### src/rtl/muldiv_unit.sv
// Iterative 32-cycle multiply/divide unit with architectural HI/LO registers.
// Ports: clk, reset (async active-low), start/op/busa/busb launch an operation,
//   mthi/mtlo move busa into HI/LO when idle; hi/lo/busy/done report status.
module muldiv_unit #(
    parameter int WIDTH = 32,
    parameter int CNT_W = 5
) (
    input  logic             clk,
    input  logic             reset,
    input  logic             start,
    input  logic [1:0]       op,
    input  logic [WIDTH-1:0] busa,
    input  logic [WIDTH-1:0] busb,
    input  logic             mthi,
    input  logic             mtlo,
    output logic [WIDTH-1:0] hi,
    output logic [WIDTH-1:0] lo,
    output logic             busy,
    output logic             done
);

    localparam logic [1:0] IDLE = 2'd0;
    localparam logic [1:0] CALC = 2'd1;
    localparam logic [1:0] FIX  = 2'd2;

    logic [1:0]       state_q, state_d;
    logic [CNT_W-1:0] cnt_q, cnt_d;
    logic             div_q, div_d;
    logic             negq_q, negq_d;
    logic             negr_q, negr_d;
    logic             div0_q, div0_d;
    // acc holds product high half / remainder; low holds multiplier / quotient
    logic [WIDTH-1:0] acc_q, acc_d;
    logic [WIDTH-1:0] low_q, low_d;
    // dvs holds multiplicand magnitude or divisor magnitude
    logic [WIDTH-1:0] dvs_q, dvs_d;
    logic [WIDTH-1:0] hi_q, hi_d;
    logic [WIDTH-1:0] lo_q, lo_d;
    logic             done_q, done_d;

    logic [WIDTH-1:0]   mag_a, mag_b;
    logic [WIDTH:0]     mul_sum;
    logic [WIDTH:0]     div_sh;
    logic [WIDTH:0]     div_diff;
    logic               div_ok;
    logic [2*WIDTH-1:0] prod;
    logic [2*WIDTH-1:0] prod_neg;

    always_comb begin
        mag_a    = (op[0] && busa[WIDTH-1]) ? -busa : busa;
        mag_b    = (op[0] && busb[WIDTH-1]) ? -busb : busb;
        mul_sum  = {1'b0, acc_q} + (low_q[0] ? {1'b0, dvs_q} : '0);
        div_sh   = {acc_q, low_q[WIDTH-1]};
        div_diff = div_sh - {1'b0, dvs_q};
        // no borrow means the shifted remainder covers the divisor
        div_ok   = ~div_diff[WIDTH];
        prod     = {acc_q, low_q};
        prod_neg = -prod;
    end

    always_comb begin
        state_d = state_q;
        cnt_d   = cnt_q;
        div_d   = div_q;
        negq_d  = negq_q;
        negr_d  = negr_q;
        div0_d  = div0_q;
        acc_d   = acc_q;
        low_d   = low_q;
        dvs_d   = dvs_q;
        hi_d    = hi_q;
        lo_d    = lo_q;
        done_d  = 1'b0;
        case (state_q)
            IDLE: begin
                if (start) begin
                    state_d = CALC;
                    cnt_d   = '0;
                    div_d   = op[1];
                    acc_d   = '0;
                    low_d   = op[1] ? mag_a : mag_b;
                    dvs_d   = op[1] ? mag_b : mag_a;
                    negq_d  = op[0] & (busa[WIDTH-1] ^ busb[WIDTH-1]);
                    negr_d  = op[0] & busa[WIDTH-1];
                    div0_d  = op[1] & (busb == '0);
                end else begin
                    if (mthi) hi_d = busa;
                    if (mtlo) lo_d = busa;
                end
            end
            CALC: begin
                if (div_q) begin
                    acc_d = div_ok ? div_diff[WIDTH-1:0] : div_sh[WIDTH-1:0];
                    low_d = {low_q[WIDTH-2:0], div_ok};
                end else begin
                    acc_d = mul_sum[WIDTH:1];
                    low_d = {mul_sum[0], low_q[WIDTH-1:1]};
                end
                cnt_d = cnt_q + 1'b1;
                if (cnt_q == CNT_W'(WIDTH-1)) state_d = FIX;
            end
            FIX: begin
                if (div_q) begin
                    // divide by zero: quotient all ones, remainder
                    // restores to the original dividend via sign fix
                    lo_d = div0_q ? '1 : (negq_q ? -low_q : low_q);
                    hi_d = negr_q ? -acc_q : acc_q;
                end else begin
                    {hi_d, lo_d} = negq_q ? prod_neg : prod;
                end
                done_d  = 1'b1;
                state_d = IDLE;
            end
            default: state_d = IDLE;
        endcase
    end

    always_ff @(posedge clk or negedge reset) begin
        if (!reset) begin
            state_q <= IDLE;
            cnt_q   <= '0;
            div_q   <= 1'b0;
            negq_q  <= 1'b0;
            negr_q  <= 1'b0;
            div0_q  <= 1'b0;
            acc_q   <= '0;
            low_q   <= '0;
            dvs_q   <= '0;
            hi_q    <= '0;
            lo_q    <= '0;
            done_q  <= 1'b0;
        end else begin
            state_q <= state_d;
            cnt_q   <= cnt_d;
            div_q   <= div_d;
            negq_q  <= negq_d;
            negr_q  <= negr_d;
            div0_q  <= div0_d;
            acc_q   <= acc_d;
            low_q   <= low_d;
            dvs_q   <= dvs_d;
            hi_q    <= hi_d;
            lo_q    <= lo_d;
            done_q  <= done_d;
        end
    end

    assign hi   = hi_q;
    assign lo   = lo_q;
    assign busy = (state_q != IDLE);
    assign done = done_q;

endmodule

### config.mk
export PLATFORM = sky130hd
export DESIGN_NAME = muldiv_unit
export DESIGN_NICKNAME = d
export VERILOG_FILES = /design/src/rtl/muldiv_unit.sv
export SDC_FILE = /design/constraint.sdc
export NUM_CORES = 1
export LEC_CHECK = 0
export ABC_AREA = 1
export CORE_ASPECT_RATIO = 0.8
export CORE_MARGIN = 2
export CORE_UTILIZATION = 23
export DETAILED_ROUTE_END_ITERATION = 12
export GPL_TIMING_DRIVEN = 0
export HOLD_SLACK_MARGIN = 0.05
export PLACE_DENSITY = 0.41
export RECOVER_POWER = 50
export SYNTH_ARGS = -nofsm -noshare
export SYNTH_HDL_FRONTEND = slang
export SYNTH_SLANG_ARGS = --single-unit
### constraint.sdc
create_clock -name clk -period 7.03 [get_ports clk]
set_input_delay 1.406 -clock clk [delete_from_list [all_inputs] [get_ports clk]]
set_output_delay 1.406 -clock clk [all_outputs]
set_load 0.01 [all_outputs]
==> results of run 1 <==
## flip-flops by register name, summed over array words and instances (netlist names), 2 cells and up
name / cells
lo: 32
low_q: 32
hi: 32
acc_q: 32
cnt_q: 5
state_q: 2
dvs_q: 32
## power breakdown
group	internal (W)	total, W	switching, W
logic	0.00272	0.00835	0.00563
registers	0.00149	0.00236	0.000874
clock network	0.000523	0.00103	0.000507
total	0.00473	0.0117	0.00701
## through the flow
stage / hold WS, ns / setup WS, ns / power (W)
finish: 0.509 / 2.24 / 0.0117
global route: 0.543 / 1.50 / 0.0127
CTS: 0.510 / 3.17 / 0.0116
detailed placement: 0.492 / 2.65 / 0.0105
global placement: 0.493 / -3.73 / 0.0106
floorplan: 0.452 / 4.17 / 0.00724
## path summary, 6_finish.rpt
kind                            startpoint   endpoint  slack (ns)
worst max-delay path                 reset     lo[14]        2.24
worst min-delay path                 hi[5]      hi[5]        0.51
worst max register to register    low_q[0]  acc_q[25]        3.57
worst min register to register       hi[5]      hi[5]        0.51
max in group clk                   busa[0]  low_q[30]        3.12
min in group asynchronous            reset  acc_q[23]        2.40
## cell usage after synthesis (2+ instances only)
cell	instances	area, um2
nand2_1	1033	3880
inv_1	452	1700
nand3_1	309	1550
nor2_1	265	995
o21ai_0	201	1010
dfrtp_1	172	4300
a21oi_1	137	686
clkbuf_1	72	270
ha_1	70	876
o211ai_1	52	390
xor2_1	46	403
nand4_1	40	250
nor3_1	34	170
o21bai_1	24	180
xnor2_1	17	149
o221ai_1	15	131
or2_2	15	93.8
a21boi_0	14	105
nand3b_1	14	105
buf_1	13	48.8
buf_2	13	65.1
nand2_2	13	81.3
nor2_2	12	75.1
o21ai_1	11	55.1
a22oi_1	9	67.6
o31ai_1	7	52.6
a21o_1	5	37.5
buf_6	5	56.3
nor4_1	5	31.3
o21ai_2	5	43.8
clkinv_1	4	15.0
nand3_2	4	40.0
o311ai_0	4	35.0
a21boi_1	3	22.5
inv_2	3	11.3
a21oi_2	2	17.5
a22o_1	2	17.5
a31oi_1	2	12.5
fa_1	2	40.0
nand2_4	2	22.5
nor2_4	2	22.5
o21a_1	2	15.0
or2_1	2	12.5
## cells by family (layout without fill, tap and decap cells)
family	Yosys count	count (layout)	synth area share, %
flops	172	172	23.6
compound gates	500	500	16.0
buf+inv	563	731	11.9
fa+ha+maj	72	72	5.03
other cells	0	1	0
xor+xnor	63	63	3.03
simple gates	1754	1754	40.4
## metal layers
metal / vias to the layer above / global-route usage [%] / routed length [um]
li1: 10400 / - / -
met1: 9989 / 37.2 / 50100
met2: 826 / 32.2 / 37900
met3: 80 / 5.93 / 9350
met4: 0 / 6.04 / 2070
met5: - / 0 / 0
## layout make-up
cell class,count,area share (%)
multi-input cells,2389,54.6
repair buffers,136,6.39
clock inverters,13,0.670
flip-flops and latches,172,20.0
clock buffers,19,2.11
inverters,459,8.02
diodes,1,0.0117
well taps,1034,6.02
plain buffers,104,2.09
==> metrics, run 1 <==
Slew HR=-182%; cts hold-fix bufs=0; postcts setup bufs=0; Post-synth EDFFs=0; Fin. Hold Viols=0; die height=roughly 260 um; synth-to-layout area growth=17.9%; vias in the first global route=19800; WS Path Type=in2async; Worst setup EP type=async pin; Seq/Total Area, Yosys=23.6%; gr ovfl total=0; # IOs=between 100 and 150; # port buffers=between 100 and 150; first-pass GRT wire length=142000 um; initial antenna violation count=4; DR pass1 iterations=6; setup tns final=0 ns; Critical Path Stages=1; commonest non-fill, non-tap cell in the layout=nand2_1; critical path data required time=6.66 ns; cells on worst reg2reg path=19; depth of the worst hold-timing path=2; DIE AREA=81500 um2; synthesized area per cell=about 6 um2; fill count=9053; commonest non-fill, non-tap cells in the layout=nand2_1, inv_1, nand3_1, nor2_1, o21ai_0; dpl cells=~4300; f_max=0.209 GHz; Crit path buffers/inverters=1; Die Wd=319 um; starting density of the core=23.2%; max-cap viol count=1; routed vias/inst=4.92; violated checks=max-capacitance violations, max-slew violations; Sink Count=172; syn_nets=3267; drt wl/cell=23.0 um; Slew Viols, Final=68; critical path, cell by cell=clkbuf_1; RSZ-0062 raised after global routing=no; Final Cell Area=between 20000 and 25000 um2; CP top delay family=buffers and inverters; site row count=92; Area after DPL=20900 um2; CTS tree=yes; yosys synthesis warning count=0; fraction of registers with async set/reset=100%; GRT Total Usage=24.0%; post-layout min period=4.79 ns; Worst-Margin Slew=4.22 ns; Pwr Density=between 500 and 600 nW/um2; Synth Register Bits=172; DRC=0; Non-Filler Instances=4327; Final setup viols=0; Most used DFF post-synth=dfrtp_1; Unique masters post-synth=53; LEAKAGE=10.6 nW; VDD IR-drop max=0.000230 V; CP startpoint kind=primary input; Routed WL=~99000 um; Mapped Cells=3124; clock skew=0.0176 ns; CP max-delay cell=clkbuf_1; largest net degree at the start of global routing=106; Root Buffer=clkbuf_16; CTS max path bufs=2; period utilisation layout=68.1%; RePlAce Congestion=0.950; outcome=finished with violations; DP HPWL=84400 um; total core area=78600 um2; mapped cell area=~18000 um2; cts bufs inserted=17; Post-CTS Resized=0; Vias=21300; slowest cell delay on critical path=between 2 and 3 ns; 1st-iter DRT viols=2171; Reg clk slew, reported paths=0.08 ns; final core occ=27.3%; Multi-input gate area=11700 um2; register area=4300 um2; Critical Path AT=4.42 ns; H-tree levels=4; Hold Path Class=reg2reg; Final Net Count=~3400; share of cells above drive strength 1=3.40%; Worst-Skew Late Latency=0.50 ns; CP max FO=68; antenna-violating nets left=0
No activity file was read; power rests on OpenSTA's default activity.
==> run 2: changes to the inputs <==
Clock period 7.03 ns to 4.5 ns, I/O delays scaled along.
==> metrics, run 2 (synthesis results as in run 1) <==
routed vias/inst=4.92; cells on worst reg2reg path=19; die height=roughly 260 um; Sink Count=172; vias in the first global route=19800; Reg clk slew, reported paths=0.07 ns; total core area=about 79000 um2; antenna-violating nets left=0; # IOs=137; RePlAce Congestion=0.950; Fin Hold WS=0.359 ns; postcts setup bufs=0; synth-to-layout area growth=18.0%; Root Buffer=clkbuf_16; CP startpoint=low_q[0]; VDD IR-drop max=between 0.0003 and 0.0004 V; Final Net Count=3422; f_max=0.289 GHz; H-tree levels=4; share of cells above drive strength 1=3.43%; Hold Path Class=in2async; Reg-to-Reg Start=low_q[0]; GRT Total Usage=between 20% and 30%; largest net degree at the start of global routing=roughly 110; Ant. Diodes=0; Worst setup EP type=register; Worst-Margin Slew=between 1 and 1.5 ns; outcome=complete, no violations; slowest cell delay on critical path=0.49 ns; DIE AREA=81500 um2; cts bufs inserted=17; most used cell along the critical path=nand2_1; CP max FO=10; Fin. Hold Viols=0; clock skew=0.0176 ns; DP HPWL=84400 um; period utilisation layout=about three quarters; Critical Path AT=3.85 ns; LEAKAGE=approximately 11 nW; CTS tree=yes; Routed WL=99400 um; CP startpoint kind=register; setup tns final=0 ns; critical path data required time=4.88 ns; post-layout min period=between 3 and 4 ns; Slew HR=27.0%; DRC=0; Pwr Density=853 nW/um2; starting density of the core=23.2%; CP max-delay cell=fa_1; WS Path Type=reg2reg; Worst R2R Setup Slack=1.04 ns; DR pass1 iterations=6; gr ovfl total=0; first-pass GRT wire length=~140000 um; RSZ-0062 raised after global routing=no; r2r endpoint=acc_q[25]; Final setup viols=0; critical path, cell by cell=buf_2 > clkbuf_1 > nand2_1 > inv_1 > ha_1 > inv_1 > fa_1 > o21ai_2 > nand2_1 > nand2_1 > nand2_1 > nand2_1 > nand2_1 > nand3_1 > nand3_1 > nand2_1 > inv_1 > nand2_1 > nand2_1; 1st-iter DRT viols=about 2200; initial antenna violation count=4; Slew Viols, Final=0; Post-CTS Resized=0; commonest non-fill, non-tap cell in the layout=nand2_1; commonest non-fill, non-tap cells in the layout=nand2_1, inv_1, nand3_1, nor2_1, o21ai_0; Die Wd=319 um; drt wl/cell=around 23 um; # port buffers=135; CTS max path bufs=2; site row count=92; cts hold-fix bufs=0; Worst-Skew Late Latency=roughly 0.5 ns; max-cap viol count=0; Vias=21300
## run 2: how the worst max path moves through the flow
stage	to	cells after the start
floorplan	acc_q[29]	19
global placement	dvs_q[17]	1
detailed placement	low_q[20]	12
CTS	acc_q[25]	19
global route	acc_q[25]	19
finish	acc_q[25]	19
## run 2: worst max-delay path, delay by kind of cell (launching register included)
family | cells | cell delay, ns
buf+inv | 5 | 0.89
flops | 1 | 0.32
simple gates | 11 | 1.08
fa+ha+maj | 2 | 0.75
compound gates | 1 | 0.33
## run 2: metal layers
metal  global-route usage, %  up-vias  part of all wire (%)
met1                    37.2     9998                    51
met5                       0        -                     0
met2                    32.2      825                    38
li1                        -    10400                     -
met3                    5.93       81                   9.2
met4                    6.04        0                   2.1
## run 2: layout make-up
class	instances	area, um2
Fill cell	9052	57100
Multi-Input combinational cell	2389	11700
Sequential cell	172	4300
Tap cell	1034	1290
Inverter	459	1720
Buffer	104	448
Timing Repair Buffer	136	1380
Clock buffer	19	453
Clock inverter	13	144
## run 2: metrics by stage
stage / std cells / worst slack [ns] / cell area [um2] / utilization [%] / power [W]
final: 4326 / 1.04 / 21500 / 27.3 / 0.0183
after global routing: 4326 / 0.699 / 21500 / 27.3 / 0.0198
after CTS: 4326 / 1.07 / 21500 / 27.3 / 0.0181
after detailed placement: 4294 / 0.621 / 20900 / 26.6 / 0.0164
after global placement: 4293 / -5.76 / 20900 / 26.5 / 0.0165
after floorplan: 3124 / 1.98 / 18200 / - / 0.0113
## run 2: power breakdown
group | total (W) | internal (W) | switching, W
Combinational | 0.0130 | 0.00424 | 0.00880
Clock | 0.00161 | 0.000817 | 0.000792
Sequential | 0.00369 | 0.00233 | 0.00136
==> run 3: changes to the inputs <==
Settings changed: PLACE_DENSITY 0.41 to 0.43.
Clock period 4.5 ns to 3 ns, I/O delays scaled along.
==> metrics, run 3 (synthesis results as in run 1) <==
Fin. Hold Viols=0; largest net degree at the start of global routing=106; Critical Path AT=between 3 and 4 ns; vias in the first global route=19800; Routed WL=about 100000 um; synth-to-layout area growth=19.3%; Sink Count=172; # IOs=137; die height=256 um; DIE AREA=81500 um2; Hold Path Class=reg2reg; CP startpoint kind=register; H-tree levels=4; CTS tree=yes; share of cells above drive strength 1=5.30%; Final Net Count=3430; commonest non-fill, non-tap cells in the layout=nand2_1, inv_1, nand3_1, nor2_1, o21ai_0; Ant. Diodes=0; post-layout min period=2.91 ns; DP Worst Slack=-0.677 ns; Vias=21500; initial antenna violation count=6; f_max=approximately 0.34 GHz; 1st-iter DRT viols=between 2000 and 2500; min setup slack post-route=0.0876 ns; critical path data required time=3.43 ns; DRC=0; commonest non-fill, non-tap cell in the layout=nand2_1; cts bufs inserted=17; Slew HR=-24.0%; routed vias/inst=4.95; Reg clk slew, reported paths=around 0.070 ns; WS Path Type=reg2reg; Die Wd=roughly 320 um; DR pass1 iterations=6; starting density of the core=between 20% and 30%; DP HPWL=~83000 um; site row count=92; drt wl/cell=22.7 um; RePlAce Congestion=0.998; antenna-violating nets left=0; Final setup viols=0; Fin Hold WS=0.513 ns; Worst setup EP type=register; VDD IR-drop max=0.000575 V; clock skew=a little over 0.02 ns; cts hold-fix bufs=0; GRT Total Usage=a little under a quarter; Worst-Margin Slew=1.86 ns; max-cap viol count=1; Total Power Consumption=0.0280 W; period utilisation layout=97.1%; RSZ-0062 raised after global routing=yes; first-pass GRT wire length=approximately 140000 um; Worst-Skew Late Latency=0.51 ns; fill count=9106; LEAKAGE=between 10 and 15 nW; Pwr Density=1290 nW/um2; Root Buffer=clkbuf_16; violated checks=max-capacitance violations, max-slew violations; outcome=finished with violations; Slew Viols, Final=between 60 and 70; CTS max path bufs=2; CP max FO=10; # port buffers=roughly 140; total core area=78600 um2; gr ovfl total=0; setup tns final=0 ns
run 3: stage by stage:
step | cell area [um2] | utilization (%) | std cells
after floorplan | 18200 | - | 3124
after global placement | 20900 | 26.5 | 4293
after detailed placement | 20900 | 26.6 | 4294
after CTS | 21500 | 27.3 | 4327
after global routing | 21700 | 27.6 | 4334
final | 21700 | 27.6 | 4334
run 3: layer usage:
metal	GRT usage [%]	up-vias	part of all wire, %
li1	-	10400	-
met1	36.5	10100	50
met2	31.3	855	38
met3	7.22	98	10
met4	6.41	4	2.4
met5	0	-	0.026
run 3: cell type report:
class / instances / area [um2] / share of cell area (%)
well taps: 1034 / 1290 / 5.95
repair buffers: 144 / 1420 / 6.55
plain buffers: 104 / 473 / 2.18
multi-input cells: 2389 / 11900 / 54.8
clock buffers: 18 / 429 / 1.97
flip-flops and latches: 172 / 4320 / 19.9
inverters: 459 / 1730 / 7.96
clock inverters: 14 / 153 / 0.702
run 3: what timing repair did:
action / CTS / global route
setup buffers: 1 / 7
resized for setup: 10 / 63
pin swaps: 0 / 3
endpoints found under the setup margin: 35 / 37
run 3: power breakdown:
part | internal (W) | total (W) | switching [W]
clock | 0.00118 | 0.00242 | 0.00124
combinational | 0.00668 | 0.0201 | 0.0134
sequential | 0.00351 | 0.00549 | 0.00198
total | 0.0114 | 0.0280 | 0.0166
run 3: worst paths after layout:
| path | from | endpoint | slack [ns] | depth (start not counted) |
|---|---|---|---|---|
| max | low_q[31] | acc_q[22] | 0.09 | 19 |
| min | cnt_q[4] | cnt_q[4] | 0.51 | 1 |
| max reg2reg | low_q[31] | acc_q[22] | 0.09 | 19 |
| min reg2reg | cnt_q[4] | cnt_q[4] | 0.51 | 1 |
| max in group asynchronous | reset | acc_q[9] | 0.49 | 2 |
| min in group asynchronous | reset | done | 0.56 | 1 |
run 3: critical path: stages, from the launching register on:
cell	delay, ns
dfrtp_2	0.42
clkinvlp_4	0.14
ha_1	0.26
fa_1	0.37
inv_1	0.08
nand2_1	0.09
nand2_2	0.11
nand3_1	0.09
nand2_2	0.13
nand2_2	0.06
nand2_2	0.07
nand2_2	0.08
nand2_2	0.08
nand2_2	0.08
nand2_4	0.13
buf_8	0.17
nand3_1	0.16
nand3_2	0.13
nand2_1	0.11
nand2_1	0.07
